--- src/rtl/cpu_defs_pkg.sv ---
// cpu_defs_pkg: shared CPU constants, next-PC selector codes and fetch FSM encoding
package cpu_defs_pkg;
    localparam logic [1:0]  NPC_PC4  = 2'b00;
    localparam logic [1:0]  NPC_JAL  = 2'b10;
    localparam logic [1:0]  NPC_JALR = 2'b11;
    localparam logic [31:0] NOP_INST = 32'h0000_0013;
    localparam logic [6:0]  OP_LUI    = 7'b0110111;
    localparam logic [6:0]  OP_AUIPC  = 7'b0010111;
    localparam logic [6:0]  OP_JAL    = 7'b1101111;
    localparam logic [6:0]  OP_JALR   = 7'b1100111;
    localparam logic [6:0]  OP_BRANCH = 7'b1100011;
    localparam logic [6:0]  OP_LOAD   = 7'b0000011;
    localparam logic [6:0]  OP_STORE  = 7'b0100011;
    localparam logic [6:0]  OP_IMM    = 7'b0010011;
    localparam logic [6:0]  OP_REG    = 7'b0110011;
    typedef enum logic [2:0] {
        FS_IDLE,
        FS_REQ,
        FS_WAIT,
        FS_VALID,
        FS_FAULT
    } fetch_state_t;
endpackage

--- src/rtl/npc_calc.sv ---
// npc_calc: combinational next-PC selection for the retiring instruction
import cpu_defs_pkg::*;
module npc_calc (
    input  logic [31:0] id_pc,
    input  logic [1:0]  npc_op,
    input  logic        branch_taken,
    input  logic [31:0] imm,
    input  logic [31:0] alu_res,
    output logic [31:0] npc,
    output logic        misalign
);
    assign npc = (npc_op == NPC_JALR) ? (alu_res & ~32'h1) :
                 (npc_op == NPC_JAL || branch_taken) ? id_pc + imm : id_pc + 32'd4;
    assign misalign = |npc[1:0];
endmodule

--- src/rtl/ifetch_unit.sv ---
// ifetch_unit: non-speculative single-outstanding instruction fetch with PC update and retire count
import cpu_defs_pkg::*;
module ifetch_unit #(
    parameter logic [31:0] RESET_PC = 32'h0000_0000,
    parameter int          CNT_W    = 32
) (
    input  logic             clk,
    input  logic             rst_n,
    output logic             imem_req,
    output logic [31:0]      imem_addr,
    input  logic             imem_rvalid,
    input  logic [31:0]      imem_rdata,
    output logic             id_valid,
    input  logic             id_ready,
    output logic [31:0]      id_inst,
    output logic [31:0]      id_pc,
    output logic [31:0]      id_pc4,
    output logic [6:0]       opcode,
    output logic [2:0]       fun3,
    output logic [6:0]       fun7,
    input  logic [1:0]       npc_op,
    input  logic             branch_taken,
    input  logic [31:0]      imm,
    input  logic [31:0]      alu_res,
    output logic             fetch_fault,
    output logic [CNT_W-1:0] retired_cnt
);
    fetch_state_t state, state_nxt;
    logic [31:0] pc, npc;
    logic        misalign, accept;

    assign accept = (state == FS_VALID) && id_ready;

    npc_calc u_npc_calc (
        .id_pc        (pc),
        .npc_op       (npc_op),
        .branch_taken (branch_taken),
        .imm          (imm),
        .alu_res      (alu_res),
        .npc          (npc),
        .misalign     (misalign)
    );

    // fetch FSM state register
    always_ff @(posedge clk or negedge rst_n) begin
        if (!rst_n) state <= FS_IDLE;
        else        state <= state_nxt;
    end

    // fetch FSM next state: one request in flight, next fetch only after accept
    always_comb begin
        state_nxt = state;
        case (state)
            FS_IDLE:  state_nxt = FS_REQ;
            FS_REQ:   state_nxt = FS_WAIT;
            FS_WAIT:  state_nxt = imem_rvalid ? FS_VALID : FS_WAIT;
            FS_VALID: state_nxt = !id_ready ? FS_VALID : (misalign ? FS_FAULT : FS_REQ);
            FS_FAULT: state_nxt = FS_FAULT;
            default:  state_nxt = FS_IDLE;
        endcase
    end

    // PC, captured instruction, sticky fault and retire counter
    always_ff @(posedge clk or negedge rst_n) begin
        if (!rst_n) begin
            pc          <= RESET_PC;
            id_inst     <= NOP_INST;
            fetch_fault <= 1'b0;
            retired_cnt <= '0;
        end else begin
            if (state == FS_WAIT && imem_rvalid) id_inst <= imem_rdata;
            if (accept) begin
                retired_cnt <= retired_cnt + CNT_W'(1);
                if (misalign) fetch_fault <= 1'b1;
                else          pc <= npc;
            end
        end
    end

    assign imem_req  = (state == FS_REQ);
    assign imem_addr = pc;
    assign id_valid  = (state == FS_VALID);
    assign id_pc     = pc;
    assign id_pc4    = pc + 32'd4;
    assign opcode    = id_inst[6:0];
    assign fun3      = id_inst[14:12];
    assign fun7      = id_inst[31:25];
endmodule

--- config.mk ---
export PLATFORM = sky130hd
export DESIGN_NAME = ifetch_unit
export DESIGN_NICKNAME = d
export VERILOG_FILES = /design/src/rtl/cpu_defs_pkg.sv /design/src/rtl/npc_calc.sv /design/src/rtl/ifetch_unit.sv
export SDC_FILE = /design/constraint.sdc
export NUM_CORES = 1
export LEC_CHECK = 0
export ABC_AREA = 1
export BUFFER_PORTS_ARGS = -buffer_cell sky130_fd_sc_hd__buf_2
export CAP_MARGIN = 10
export CORE_ASPECT_RATIO = 0.75
export CORE_MARGIN = 1.5
export CORE_UTILIZATION = 35
export DETAILED_ROUTE_END_ITERATION = 10
export GPL_ROUTABILITY_DRIVEN = 0
export PLACE_DENSITY = 0.72
export SYNTH_ARGS = -nofsm -noshare
export SYNTH_HDL_FRONTEND = slang
export SYNTH_SLANG_ARGS = --single-unit
--- constraint.sdc ---
create_clock -name clk -period 2.1 [get_ports clk]
set_input_delay 0.105 -clock clk [delete_from_list [all_inputs] [get_ports clk]]
set_output_delay 0.105 -clock clk [all_outputs]
set_load 0.1 [all_outputs]
==> results.md <==
* Status: finished with violations
* Routed wire length on met2 at about 16 mm
* Post-Route WL at 34.75 mm
* Nets at around 1.8k
* Synth top area share at 0.2870
* WL met3 at roughly 3.4 mm
* Worst-Margin Slew at 0.5838 ns
* Max Cap Viol at 0
* RSZ-0062 raised after global routing: yes
* Setup ws final at -0.1535 ns
* Cells after Synth at 1283
* CP startpoint kind: flip-flop
* Initial antenna violation count at 0
* Post-DR wirelength/cell at ~17 µm
* Netlist cell types at 42
* Critical path arrival at 2.15 ns
* Core Area at 23850 µm²
* Clock slew seen by the registers of the worst setup and hold paths at 0.09 ns
* Synth top area cells: dfrtp_1, nand2_1, inv_1
* Fin crit period at between 2 and 2.5 ns
* Setup Skew at 0.01584 ns
* CTS root buf: clkbuf_16
* Area of the multi-input gates at slightly below 6000 µm²
* Worst endpoint required time at 2.00 ns
* Layout cell share with drive strength beyond 1 at 0.4216
* Pin count of the biggest net entering global routing at 42
* ANT nets after route at 0
* Port bufs at 281
* Vias in the first global route at 9321
* CP Class: reg -> out
* Failing checks: negative setup slack
* Register area at between 2000 and 3000 µm²
* Post-DP Area at 11430 µm²
* Mapped cell area at 8457 µm²
* Final setup viols at 45
* DRT Pass-1 Iters at 6
* Hold Vio Cnt, Final at 0
* Post-route design area at 13460 µm²
* Area grow syn2layout at 59.14%
* CTS buffer count at 9
* Total track usage at 0.2629
* Top routing layer used: met4
* First-pass GRT wire length at about 50 mm
* Max H-tree Level at 3
* Crit-path max FO at 5
* DRC violations left at 0
* Fmax at 443.7 MHz
* Count leader, synth: nand2_1
* Iter 0 DRT Violations at 934
* Vias per inst at 5.161
* FILL cells at 2108
* Seq/Total Area, Yosys at 0.2963
* Boundary Pins at roughly 280
* Rows at 49
* Synthesized Nets at 1420
* CTS Buffer Depth at 2
* Yosys reg bits at 100
* Synth Warn # at 0
* Clk_lat worst skew at 0.36 ns
* ANT cells at 0
* Async set or reset register ratio after synthesis at 1.000
* Die X at 182.5 µm
* GR Overflow Total at 0
* Clock sink count at 100
* Slew headroom at 0.6108
* Slew Limit Fails at 0
* Metal-1 WL at 14.65 mm
* Crit. End Element: output pin
* CTS tree: yes
* Die area at 25110 µm²
* Via count at 10.31k
* DP Wirelength at 24.83 mm
* Avg Inst Size Synth at between 6 and 7 µm²
* Post-synth top cells: nand2_1, inv_1, nor2_1
* Starting density of the core at 0.3546
* Die H at between 100 and 150 µm
* Number of synthesized flops with an enable pin at 0
* Prevailing post-synth register cell: dfrtp_1
* HP Class: in -> reg
* Cell taking the most area after synthesis: dfrtp_1
* Part of the cycle the worst path needs at 1.073
## per-stage QoR
| stage | util | setup slack (ns) | cells | hold slack (ns) | setup TNS (ns) |
|---|---|---|---|---|---|
| after global placement | 0.4792 | -0.1572 | 1889 | 0.1439 | -0.8190 |
| after floorplan | - | -0.2812 | 1283 | -0.1906 | -4.080 |
| after detailed placement | 0.4792 | -0.1614 | 1889 | 0.1505 | -1.760 |
| after CTS | 0.5366 | -0.1228 | 1973 | 0.01883 | -2.645 |
| after global routing | 0.5643 | -0.2332 | 1997 | 0.02889 | -6.940 |
| final | 0.5643 | -0.1535 | 1997 | 0.01911 | -3.069 |
## placed cells by master, fill, tap and decap left out, drive strengths merged, types with 2 or more instances in the layout
cell	count
dfrtp	97
inv	186
dfstp	3
dlygate4sd3	33
o221ai	2
a21boi	6
nor3	23
nor4	6
ha	33
nand3	73
nor3b	3
clkinv	3
a21oi	53
clkbuf	11
nand3b	12
nor2	123
or2	2
o21bai	3
nand2	440
nand4	21
a22oi	3
xnor2	16
and2	3
o211ai	7
xor2	32
clkinvlp	6
buf	429
mux2	32
o21ai	24
## state kept, by name, indices dropped and copies added (netlist names)
signal       flops
state            3
fetch_fault      1
id_inst         32
id_pc           32
retired_cnt     32
## critical path: stages (launching register included)
cell	delay (ns)
dfrtp_4	0.43
buf_6	0.13
ha_4	0.16
nand3_4	0.11
nor2_4	0.13
inv_2	0.06
nor2_4	0.21
buf_6	0.15
xor2_4	0.20
buf_12	0.20
## timing repair
item | in CTS | in global routing
buffers inserted | 31 | 25
endpoints found under the hold margin | 68 | 0
hold buffers | 33 | 0
gates cloned | 6 | 1
pin swaps | 38 | 65
setup endpoints to repair | 51 | 61
gates resized for setup | 108 | 114
## layer usage
metal  track usage  vias to the layer above
li1              -                     4797
met1        0.3587                     4783
met2        0.4186                      643
met3       0.05393                       83
met4       0.08035                        0
met5             0                        -
## logic make-up after synthesis
| kind of cell | Yosys count | synth area share |
|---|---|---|
| multiplexers | 32 | 0.04261 |
| AO/OA/AOI/OAI | 101 | 0.06732 |
| flip-flops | 100 | 0.2963 |
| XOR/XNOR | 48 | 0.04971 |
| buffers and inverters | 260 | 0.1391 |
| AND/OR/NAND/NOR | 708 | 0.3538 |
| adder cells (fa/ha/maj) | 34 | 0.05119 |
## worst paths after layout
check / start / endpoint / slack (ns) / cells past startpoint
max reg2reg: id_pc[0]$_DFFE_PN0P_ / id_pc[4]$_DFFE_PN0P_ / -0.14 / 10
max: id_pc[3]$_DFFE_PN0P_ / id_pc4[18] / -0.15 / 9
min reg2reg: fetch_fault$_DFFE_PN0P_ / fetch_fault$_DFFE_PN0P_ / 0.47 / 2
min: alu_res[17] / id_pc[17]$_DFFE_PN0P_ / 0.02 / 3
min in group asynchronous: rst_n / id_inst[3]$_DFFE_PN0P_ / 0.29 / 2
max in group asynchronous: rst_n / id_pc[7]$_DFFE_PN0P_ / 1.18 / 3
## area by class of cell
cell class | instances | share of cell area
Timing Repair inverter | 1 | 0.0005578
Clock buffer | 9 | 0.01673
Multi-Input combinational cell | 923 | 0.4317
Tap cell | 306 | 0.02845
Timing Repair Buffer | 464 | 0.2693
Inverter | 187 | 0.05411
Clock inverter | 7 | 0.005020
Sequential cell | 100 | 0.1941
Power is not shown: default switching activity piles up to over one toggle a cycle in this logic, so the estimate is an artifact.
